File: src/rtl/fp2fx_pkg.sv
// Shared FP32 field layout, class encoding and S1->S2 stage record for fp_to_fixed_pipe.
package fp2fx_pkg;

  localparam int FP_W        = 32;
  localparam int MANT_W      = 23;
  localparam int EXP_W       = 8;
  localparam int SIGN_POS    = 31;
  localparam int EXP_LSB     = 23;
  localparam int EXP_BIAS    = 127;
  localparam int EXP_SPECIAL = 255;
  localparam int SH_W        = 10;

  typedef enum logic [1:0] {
    FP_ZERO,
    FP_NORM,
    FP_INF,
    FP_NAN
  } fp_class_e;

  typedef struct packed {
    logic                   sign;
    fp_class_e              cls;
    logic                   mant_nz;
    logic                   big;
    logic [MANT_W:0]        sig;
    logic signed [SH_W-1:0] shamt;
  } s1_t;

  function automatic fp_class_e classify(input logic [EXP_W-1:0] e,
                                         input logic [MANT_W-1:0] m);
    fp_class_e c;
    if (e == '0) begin
      c = FP_ZERO;
    end else if (e == EXP_W'(EXP_SPECIAL)) begin
      c = (m == '0) ? FP_INF : FP_NAN;
    end else begin
      c = FP_NORM;
    end
    return c;
  endfunction

endpackage

File: src/rtl/fp2fx_shifter.sv
// Aligns {1,mantissa} to an N-bit fixed-point magnitude by a signed shift amount.
// With FP2FX_ROUND_EN defined, also produces guard and sticky bits.
module fp2fx_shifter
  import fp2fx_pkg::*;
#(
  parameter int N = 20
) (
  input  logic [MANT_W:0]        sig_i,
  input  logic signed [SH_W-1:0] shamt_i,
  output logic [N-1:0]           mag_o
`ifdef FP2FX_ROUND_EN
  ,
  output logic                   guard_o,
  output logic                   sticky_o
`endif
);

  localparam int SIG_W = MANT_W + 1;
  localparam logic signed [SH_W-1:0] LEFT_LIM = SH_W'(N);

  logic [SH_W-1:0] rsh;
`ifdef FP2FX_ROUND_EN
  logic [2*SIG_W-1:0] right;
`endif

  always_comb begin
    mag_o = '0;
    rsh   = '0;
`ifdef FP2FX_ROUND_EN
    guard_o  = 1'b0;
    sticky_o = 1'b0;
    right    = '0;
`endif
    if (!shamt_i[SH_W-1]) begin
      if (shamt_i < LEFT_LIM) begin
        mag_o = N'({{N{1'b0}}, sig_i} << shamt_i[4:0]);
      end
    end else begin
      rsh = SH_W'(-shamt_i);
      // Beyond SIG_W every significand bit lies below the guard position.
      if (rsh <= SH_W'(SIG_W)) begin
`ifdef FP2FX_ROUND_EN
        right    = {sig_i, {SIG_W{1'b0}}} >> rsh;
        mag_o    = N'(right[2*SIG_W-1:SIG_W]);
        guard_o  = right[SIG_W-1];
        sticky_o = |right[SIG_W-2:0];
`else
        mag_o = N'(sig_i >> rsh);
`endif
      end
`ifdef FP2FX_ROUND_EN
      else begin
        sticky_o = |sig_i;
      end
`endif
    end
  end

endmodule

File: src/rtl/fp_to_fixed_pipe.sv
// Three-stage FP32 to sign-magnitude fixed-point converter with valid/ready flow control.
// Define FP2FX_ROUND_EN for round-to-nearest-even; otherwise truncation toward zero.
module fp_to_fixed_pipe
  import fp2fx_pkg::*;
#(
  parameter int INT_W  = 1,
  parameter int FRAC_W = 19
) (
  input  logic              clk,
  input  logic              rst_n,
  input  logic [FP_W-1:0]   fp_i,
  input  logic              in_valid_i,
  output logic              in_ready_o,
  output logic              out_valid_o,
  input  logic              out_ready_i,
  output logic              sign_o,
  output logic [INT_W-1:0]  integer_o,
  output logic [FRAC_W-1:0] fractional_o,
  output logic              overflow_o,
  output logic              underflow_o,
  output logic              invalid_o
);

  localparam int N = INT_W + FRAC_W;
  localparam logic signed [SH_W-1:0] SH_OFF  = SH_W'(FRAC_W - MANT_W);
  localparam logic signed [SH_W-1:0] INT_LIM = SH_W'(INT_W);

  logic advance;

  logic                   s1_v_d, s1_v_q;
  s1_t                    s1_d, s1_q;
  logic [EXP_W-1:0]       exp_f;
  logic [MANT_W-1:0]      mant_f;
  logic signed [SH_W-1:0] e_unb;

  logic      s2_v_d, s2_v_q;
  logic      s2_sign_d, s2_sign_q;
  fp_class_e s2_cls_d, s2_cls_q;
  logic      s2_mnz_d, s2_mnz_q;
  logic      s2_big_d, s2_big_q;
  logic [N-1:0] s2_mag_d, s2_mag_q;
  logic [N-1:0] sh_mag;
`ifdef FP2FX_ROUND_EN
  logic s2_guard_d, s2_guard_q;
  logic s2_sticky_d, s2_sticky_q;
  logic sh_guard, sh_sticky;
  logic rnd_inc;
  logic [N:0] rnd_sum;
`endif

  logic         out_v_d, out_v_q;
  logic         sign_d, sign_q;
  logic [N-1:0] mag_d, mag_q;
  logic         ovf_d, ovf_q;
  logic         unf_d, unf_q;
  logic         inv_d, inv_q;

  assign advance = !out_v_q || out_ready_i;

  always_comb begin
    s1_d   = s1_q;
    s1_v_d = s1_v_q;
    exp_f  = fp_i[SIGN_POS-1:EXP_LSB];
    mant_f = fp_i[MANT_W-1:0];
    e_unb  = $signed({{(SH_W-EXP_W){1'b0}}, exp_f}) - SH_W'(EXP_BIAS);
    if (advance) begin
      s1_v_d = in_valid_i;
      if (in_valid_i) begin
        s1_d.sign    = fp_i[SIGN_POS];
        s1_d.cls     = classify(exp_f, mant_f);
        s1_d.mant_nz = |mant_f;
        s1_d.big     = (e_unb >= INT_LIM);
        s1_d.sig     = {1'b1, mant_f};
        // Left-shift count that places bit 0 of the significand at weight 2^-FRAC_W.
        s1_d.shamt   = e_unb + SH_OFF;
      end
    end
  end

  fp2fx_shifter #(
    .N(N)
  ) u_shifter (
    .sig_i   (s1_q.sig),
    .shamt_i (s1_q.shamt),
    .mag_o   (sh_mag)
`ifdef FP2FX_ROUND_EN
    ,
    .guard_o (sh_guard),
    .sticky_o(sh_sticky)
`endif
  );

  always_comb begin
    s2_v_d    = s2_v_q;
    s2_sign_d = s2_sign_q;
    s2_cls_d  = s2_cls_q;
    s2_mnz_d  = s2_mnz_q;
    s2_big_d  = s2_big_q;
    s2_mag_d  = s2_mag_q;
`ifdef FP2FX_ROUND_EN
    s2_guard_d  = s2_guard_q;
    s2_sticky_d = s2_sticky_q;
`endif
    if (advance) begin
      s2_v_d = s1_v_q;
      if (s1_v_q) begin
        s2_sign_d = s1_q.sign;
        s2_cls_d  = s1_q.cls;
        s2_mnz_d  = s1_q.mant_nz;
        s2_big_d  = s1_q.big;
        s2_mag_d  = sh_mag;
`ifdef FP2FX_ROUND_EN
        s2_guard_d  = sh_guard;
        s2_sticky_d = sh_sticky;
`endif
      end
    end
  end

  always_comb begin
    out_v_d = out_v_q;
    sign_d  = sign_q;
    mag_d   = mag_q;
    ovf_d   = ovf_q;
    unf_d   = unf_q;
    inv_d   = inv_q;
`ifdef FP2FX_ROUND_EN
    rnd_inc = 1'b0;
    rnd_sum = '0;
`endif
    if (advance) begin
      out_v_d = s2_v_q;
      if (s2_v_q) begin
        sign_d = s2_sign_q;
        mag_d  = '0;
        ovf_d  = 1'b0;
        unf_d  = 1'b0;
        inv_d  = 1'b0;
        case (s2_cls_q)
          FP_ZERO: unf_d = s2_mnz_q;
          FP_NAN: begin
            sign_d = 1'b0;
            inv_d  = 1'b1;
          end
          FP_INF: begin
            mag_d = '1;
            ovf_d = 1'b1;
            inv_d = 1'b1;
          end
          default: begin
            if (s2_big_q) begin
              mag_d = '1;
              ovf_d = 1'b1;
            end else begin
`ifdef FP2FX_ROUND_EN
              rnd_inc = s2_guard_q & (s2_sticky_q | s2_mag_q[0]);
              rnd_sum = {1'b0, s2_mag_q} + {{N{1'b0}}, rnd_inc};
              if (rnd_sum[N]) begin
                mag_d = '1;
                ovf_d = 1'b1;
              end else begin
                mag_d = rnd_sum[N-1:0];
              end
`else
              mag_d = s2_mag_q;
`endif
              unf_d = (mag_d == '0);
            end
          end
        endcase
      end
    end
  end

  always_ff @(posedge clk or negedge rst_n) begin
    if (!rst_n) begin
      s1_v_q      <= 1'b0;
      s1_q        <= '0;
      s2_v_q      <= 1'b0;
      s2_sign_q   <= 1'b0;
      s2_cls_q    <= FP_ZERO;
      s2_mnz_q    <= 1'b0;
      s2_big_q    <= 1'b0;
      s2_mag_q    <= '0;
`ifdef FP2FX_ROUND_EN
      s2_guard_q  <= 1'b0;
      s2_sticky_q <= 1'b0;
`endif
      out_v_q     <= 1'b0;
      sign_q      <= 1'b0;
      mag_q       <= '0;
      ovf_q       <= 1'b0;
      unf_q       <= 1'b0;
      inv_q       <= 1'b0;
    end else begin
      s1_v_q      <= s1_v_d;
      s1_q        <= s1_d;
      s2_v_q      <= s2_v_d;
      s2_sign_q   <= s2_sign_d;
      s2_cls_q    <= s2_cls_d;
      s2_mnz_q    <= s2_mnz_d;
      s2_big_q    <= s2_big_d;
      s2_mag_q    <= s2_mag_d;
`ifdef FP2FX_ROUND_EN
      s2_guard_q  <= s2_guard_d;
      s2_sticky_q <= s2_sticky_d;
`endif
      out_v_q     <= out_v_d;
      sign_q      <= sign_d;
      mag_q       <= mag_d;
      ovf_q       <= ovf_d;
      unf_q       <= unf_d;
      inv_q       <= inv_d;
    end
  end

  assign in_ready_o   = advance;
  assign out_valid_o  = out_v_q;
  assign sign_o       = sign_q;
  assign integer_o    = mag_q[N-1:FRAC_W];
  assign fractional_o = mag_q[FRAC_W-1:0];
  assign overflow_o   = ovf_q;
  assign underflow_o  = unf_q;
  assign invalid_o    = inv_q;

endmodule

File: config.mk
export PLATFORM = sky130hd
export DESIGN_NAME = fp_to_fixed_pipe
export DESIGN_NICKNAME = d
export VERILOG_FILES = /design/src/rtl/fp2fx_pkg.sv /design/src/rtl/fp2fx_shifter.sv /design/src/rtl/fp_to_fixed_pipe.sv
export SDC_FILE = /design/constraint.sdc
export NUM_CORES = 1
export LEC_CHECK = 0
export CAP_MARGIN = 10
export CORE_MARGIN = 1
export CORE_UTILIZATION = 55
export CTS_BUF_LIST = sky130_fd_sc_hd__clkbuf_2
export DETAILED_ROUTE_END_ITERATION = 12
export PLACE_DENSITY = 0.74
export SYNTH_ARGS = -nofsm -noshare
export SYNTH_HDL_FRONTEND = slang
export SYNTH_HIERARCHICAL = 1
export SYNTH_SLANG_ARGS = --single-unit
File: constraint.sdc
create_clock -name clk -period 4.03 [get_ports clk]
set_input_delay 1.209 -clock clk [delete_from_list [all_inputs] [get_ports clk]]
set_output_delay 1.209 -clock clk [all_outputs]
set_load 0.01 [all_outputs]
; After elaboration in Yosys (flattened, before gate mapping)
; Index checks and enable logic that the tools add are counted.
[op_classes]
n_addsub = 3
order_cmp = 3
eq_ne = 3
shifts = 2
muxes = 14
reduce_logical = 12
[ops]
columns = op, count
row1 = $mux 20, 4
row2 = $pmux 20 s2, 1
row3 = $shl 24x5->20, 1
row4 = $shr 24x10->20, 1
row5 = $logic_not 23->1, 1
row6 = $reduce_or 23->1, 1
row7 = $logic_not 20->1, 1
row8 = $add 9x3->10 const B, 1
row9 = $le 10x5->1 const B, 1
row10 = $lt 10x6->1 const B, 1
row11 = $neg 10->10, 1
row12 = $ge 9x2->1 const B, 1
row13 = $sub 8x7->9 const B, 1
row14 = $eq 8x8->1 const B, 1
row15 = $logic_not 8->1, 1
row16 = $reduce_and 2->1, 3
row17 = $mux 1, 5
row18 = $eq 2x2->1 const B, 2
row19 = $mux 2, 2
row20 = $pmux 1 s2, 2
row21 = $reduce_or 2->1, 2
row22 = $logic_not 2->1, 1
row23 = $logic_not 1->1, 1
row24 = $logic_or 1x1->1, 1
[totals]
ff_bits = 91
inputBits = 36
output_inout_bits = 26
wordCells = 56

; Logic depth before layout (Yosys ltp)
[logic_depth]
ltp_word = 4
ltp_mapped = 12
ltp_nobuf = 8

; Hierarchy
; The synthesis kept the hierarchy.
[by_module_without_submodules]
columns = mod, instances, cells_per_inst, area_each_um2, seq_area_each_um2
row1 = fp_to_fixed_pipe, 1, 344, 3996.3, 2277.2
row2 = fp2fx_shifter, 1, 294, 2488.6, 0.0

; Least setup slack after synthesis
; OpenSTA, ideal clock, no wires.
[synth_timing]
kind = input to output
startpoint = in out_ready_i
endpoint = out in_ready_o
t_arrival_ns = 1.776
required_time_ns = 2.821
slack_ns = 1.045
cell_stages = 3
n_path_buf = 2
path_cell_list = nand2b_1 -> buf_2 -> buf_1
[synth_between]
elab_chain_len = 1
[synth_lines]
columns = element, line_no
row1 = start: declaration, fp_to_fixed_pipe.sv:15  ; input logic out_ready_i,
row2 = $logic_or 1x1->1, fp_to_fixed_pipe.sv:58  ; assign advance = !out_v_q || out_ready_i;
row3 = end: declaration, fp_to_fixed_pipe.sv:13  ; output logic in_ready_o,
; No other way between the ends.

; Final worst setup path
; Same ends and word-level chain as after synthesis.

==> flow_metrics.tcl <==
set metrics [dict create \
    wl_per_cell_um 20.1 \
    drv_cap 0 \
    ctsResizeCount 0 \
    place_inst 805 \
    worstMarginPinSlew_ns 0.899 \
    cts_setup_buffers 0 \
    synthFlopType "dfrtp_1" \
    io_pins 62 \
    layout_common_cells "90 x dfrtp_1, 60 x nand2_1, 60 x clkdlybuf4s50_1" \
    nNetsFinal 715 \
    ys_types 75 \
    grt-ovfl-total 0 \
    timing.fmax_ghz 0.285 \
    max_stage_delay_ns 0.53 \
    grt_max_degree 69 \
    rows 39 \
    routed_wl_um 16500 \
    syn-cell-area_sq_um 6480 \
    synth.area.top_cells "dfrtp_1 35%, mux4_2 11%, mux2_2 10%" \
    critPathKind "primary input to primary output" \
    hold_slack_ns 0.512 \
    final_max_slew_viol_count 0 \
    drc 0 \
    syn_inst 638 \
    fp.dieH_um 111 \
    synth-edff-count 0 \
    syn_area_per_cell_sq_um 10.2 \
    insertedDiodeCount 0 \
    cp.arrival_ns 2.30 \
    power.density_nw_per_um2 664 \
    dieArea_sq_um 12200 \
    clock_skew_ns 0.0386 \
    insertion_delay_ns 0.66 \
    globalplace.congestion 0.896 \
    start_util_pct 56.6 \
    numCtsBuffers 9 \
    cts_tree "done" \
    drtAntennaViolNets 0 \
    synth_async_sr_flop_share_pct 100 \
    hpwlAfterDp_um 12400 \
    die_w_um 111 \
    synth_top_cell_by_area "dfrtp_1" \
    first_global_vias 5044 \
    first_iter_violations 452 \
    period_share_pct 87.0 \
    io_buffers 61 \
    grt_usage_pct 28.3 \
    hold_violations 0 \
    end_kind "primary output" \
    htree_levels 3 \
    core_area_sq_um 11500 \
    num_vias 5306 \
    layout-area-overhead-vs-synth_pct 11.9 \
    cp.required_ns 2.82 \
    first_pass_iters 5 \
    tns_ns 0 \
    period_needed_ns 3.50 \
    worstSetupStartpointType "primary input" \
    cp_common_cell "clkdlybuf4s50_1" \
    final_common_cell "dfrtp_1" \
    rsz0062_at_grt "no" \
    outcome "complete, no violations" \
    power.leakage_nw 2.96 \
    yosysSeqAreaShare_pct 35.1 \
    layout.cells.non_filler 821 \
    finalSetupViolations 0 \
    synth_seq_cells 91 \
    grt_pass1_wl_um 27300 \
    ctsHoldBuffers 0 \
    via_per_inst 6.46 \
    cp_max_fo 2 \
    crit_path_cell_trace "clkdlybuf4s50_1, nand2b_1, clkdlybuf4s50_1" \
    layout-drive-gt1-share_pct 20.9 \
    vdd_drop_max_v 0.000422 \
    root_buffer "clkbuf_2" \
    yosys_warnings 6 \
    clock-sinks 91 \
    cpMaxStageDelayCell "clkdlybuf4s50_1" \
    clk_pin_slew_ns 0.26 \
    relSlewSlack_pct 40.1 \
    cts_buffer_depth 2 \
    syn-num-nets 680 \
    antenna_found_initial 0 \
    hp-class "flop to flop" \
    netlist.area_leader.share_pct 35.1 \
]
-- final timing paths --
kind	start	to	slack (ns)	cells past startpoint
setup / recovery	out_ready_i	in_ready_o	0.53	3
hold reg to reg	mag_q[19]$_DFFE_PN0P_	mag_q[19]$_DFFE_PN0P_	0.51	2
max in group asynchronous	rst_n	s2_mag_q[8]$_DFFE_PN0P_	2.65	2
setup reg to reg	s1_q[0]$_DFFE_PN0P_	s2_mag_q[4]$_DFFE_PN0P_	0.89	9
min in group asynchronous	rst_n	s1_q[12]$_DFFE_PN0P_	0.60	1
hold / removal	mag_q[19]$_DFFE_PN0P_	mag_q[19]$_DFFE_PN0P_	0.51	2
-- Yosys cell counts (9+ instances only) --
cell,number
mux4_2,32
dfrtp_1,91
nor2_1,36
nor3_1,13
mux2i_1,33
clkbuf_1,19
o21ai_0,42
nand3_1,12
nand4_1,9
buf_2,17
a21oi_1,57
nand2_1,60
nor4_1,12
mux2_2,59
-- where the power goes --
group	switching [mW]	total, mW	internal [mW]	leakage (nW)
registers	0.303	1.47	1.16	1.11
clock network	0.353	0.628	0.275	0.0965
logic	1.45	2.72	1.28	1.75
-- layout make-up --
class | instances | area (sq um)
Inverter | 9 | 33.8
Clock buffer | 9 | 45.0
Clock inverter | 7 | 123
Tap cell | 143 | 179
Timing Repair Buffer | 76 | 721
Fill cell | 957 | 4210
Sequential cell | 91 | 2280
Multi-Input combinational cell | 486 | 3880
-- flip-flops by register name, indices dropped and copies added (netlist names), 2 cells and up --
register	count
mag_q	20
s1_q	39
s2_mag_q	20
s2_cls_q	2
-- per-layer routing --
metal / vias to the layer above / track usage [%] / routed length, um
li1: 2467 / - / -
met1: 2586 / 38.9 / 7140
met2: 223 / 44.6 / 7850
met3: 30 / 4.17 / 944
met4: 0 / 13.0 / 529
met5: - / 0 / 0
-- metrics by stage --
| step | cell area, sq um | worst slack, ns | power (mW) | utilization [%] |
|---|---|---|---|---|
| 2_1_floorplan | 6480 | 1.04 | 3.34 | - |
| 3_3_place_gp | 7090 | 0.516 | 4.13 | 61.8 |
| 3_5_place_dp | 7090 | 0.519 | 4.17 | 61.8 |
| 4_1_cts | 7260 | 0.521 | 4.80 | 63.3 |
| 5_1_grt | 7260 | 0.484 | 5.13 | 63.3 |
| 6_report | 7260 | 0.526 | 4.82 | 63.3 |
-- cell families (layout without fill, tap and decap cells) --
kind of cell,Yosys count,in the layout,share of synthesized area (%)
compound gates,163,163,15.3
fa+ha+maj,6,6,1.16
flops,91,91,35.1
simple gates,177,177,13.9
buf+inv,61,101,5.09
xor+xnor,14,14,2.24
mux,126,126,27.3
-- worst max-delay path, delay by kind of cell --
kind                   cells  cell delay [ns]
buffers and inverters      2             0.97
AND/OR/NAND/NOR            1             0.11
Power figures use the tool's default switching activity.
==> variant (same settings) <==
Re-encode `fp_class_e` (4 values) as Gray code, 2 bits wide.
--- a/src/rtl/fp2fx_pkg.sv
+++ b/src/rtl/fp2fx_pkg.sv
@@ -11,10 +11,10 @@
   localparam int SH_W        = 10;
 
   typedef enum logic [1:0] {
-    FP_ZERO,
-    FP_NORM,
-    FP_INF,
-    FP_NAN
+    FP_ZERO = 2'b00,
+    FP_NORM = 2'b01,
+    FP_INF  = 2'b11,
+    FP_NAN  = 2'b10
   } fp_class_e;
 
   typedef struct packed {
Formal check against the unedited RTL: same outputs for any inputs over 4 cycles, from zero or initial values and one cycle with rst_n low; so few cycles prove little.
==> variant against the original RTL <==
Critical path depth unchanged; hold slack lost 0.0041 ns; non-clock buffer count grew 2; design area up 0.33%; power is 0.95% lower; sequential cell count stayed put; area after synthesis down 0.29%; wire length is 2.3% lower; worst setup slack got worse by 0.022 ns; critical endpoint unchanged; largest cell class unchanged; highest routed layer unchanged.
==> variant: results (changes against the original RTL) <==
| Metric | This run | Change |
|---|---|---|
| Vias in the first global route | 5103 | +1.2% |
| Skew-Pair Late Insertion Delay | 0.63 ns | -0.03 ns |
| Setup slack, reg-to-reg | 0.84 ns | -0.05 ns |
| Clock transition at path regs | 0.26 ns | about the same |
| Total nets after synthesis | 679 | -0.15% |
| Proportion of synthesized chip area in sequential cells | 0.3522 | +0.001019 |
| Maximum number of pins on one net before global-route repair | 92 | +33% |
| Clock Skew | 0.03887 ns | +0.0002941 ns |
| Wire length on met2 | 7.858 mm | about the same |
| WL final | 16.09 mm | -2.3% |
| Final-stage net count | 720 | +0.70% |
| Slowest CP cell | sky130_fd_sc_hd__clkdlybuf4s50_1 |  |
| Leakage dissipation | 0.002947 uW | -0.45% |
| Cell types occupying the most area after synthesis | sky130_fd_sc_hd__dfrtp_1, sky130_fd_sc_hd__mux4_2, sky130_fd_sc_hd__mux2_2 |  |
| Endpoint of the worst hold path | out_valid_o$_DFFE_PN0N_ |  |
| End of the worst register-to-register path | s2_mag_q[16]$_DFFE_PN0P_ |  |
| Post-DP Area | 7087 sq um | about the same |
| Filler cell count in the final layout | 958 | +0.10% |
| Top cells by instance count after synthesis | sky130_fd_sc_hd__dfrtp_1, sky130_fd_sc_hd__nand2_1, sky130_fd_sc_hd__o21ai_0 |  |
| Via Count | 5277 | -0.55% |
| Worst slack at placement | 0.5001 ns | -0.01846 ns |
| Drt wl/cell | 19.48 um | -2.9% |
| Drt first pass iters | 5 | unchanged |
| Final Hold Slack | 0.5081 ns | -0.004128 ns |
| Layout cells sized above 1 | 0.2108 | +0.001395 |
| Post-detail-place hpwl | 12.11 mm | -2.6% |
| GRT Total Usage | 0.2739 | -0.009467 |
| Maximum achievable frequency | 283.6 MHz | -0.64% |
| Total routed wire length on the met1 layer | 6.945 mm | -2.8% |
| Detailed Route Iter0 Violations | 314 | -31% |
| Max layer used | met4 |  |
| Routability Congestion | 0.9664 | +7.9% |
| Startpoint of the tightest hold check path | s2_v_q$_DFFE_PN0N_ |  |
| Switch Pwr | 2059 uW | -2.0% |
| Result of the run | completed |  |
| WL met3 | 917 um | -2.9% |
==> variant: cell types whose count changed after synthesis, moves of 3 or more <==
cell,delta
sky130_fd_sc_hd__nand3_1,-3
sky130_fd_sc_hd__o21ai_0,+23
sky130_fd_sc_hd__a21oi_1,-34
sky130_fd_sc_hd__nor2_1,+3
sky130_fd_sc_hd__nand4_1,+4
sky130_fd_sc_hd__nand2_1,+16
sky130_fd_sc_hd__nand2_2,-3
==> variant: layout make-up <==
cell class	instances	area, sq um	area share
clock inverters	7	121.4	0.01667
multi-input cells	487	3860	0.5302
flip-flops and latches	91	2278	0.3129
repair buffers	78	755.7	0.1038
inverters	11	41.29	0.005671
clock buffers	9	45.04	0.006187
well taps	143	178.9	0.02457
==> variant: power groups by stage <==
stage / logic (uW) / clock network [uW] / registers, uW
floorplan: 1930 / 0 / 1400
global placement: 2680 / 0 / 1430
detailed placement: 2710 / 0 / 1460
CTS: 2710 / 621 / 1440
global route: 2950 / 663 / 1480
finish: 2730 / 607 / 1430
==> variant: cells by family (layout without fill, tap and decap cells) <==
family                     count (synthesis)  count (layout)  share of synthesized area
AOI/OAI and AO/OA                        146             146                     0.1382
adders and majority gates                  6               6                    0.01161
xor gates and xnor gates                  16              16                    0.02632
buffers and inverters                     59             105                    0.05089
and+or+nand+nor                          193             193                     0.1473
DFF                                       91              91                     0.3522
muxes                                    126             126                     0.2736
==> variant: critical path, delay by kind of cell <==
kind | cells | cell delay, ns
buf+inv | 2 | 0.99
simple gates | 1 | 0.12
==> variant: routing by layer <==
metal	vias up	GRT usage
li1	2467	-
met1	2604	0.3627
met2	179	0.4563
met3	27	0.04391
met4	0	0.09778
met5	-	0
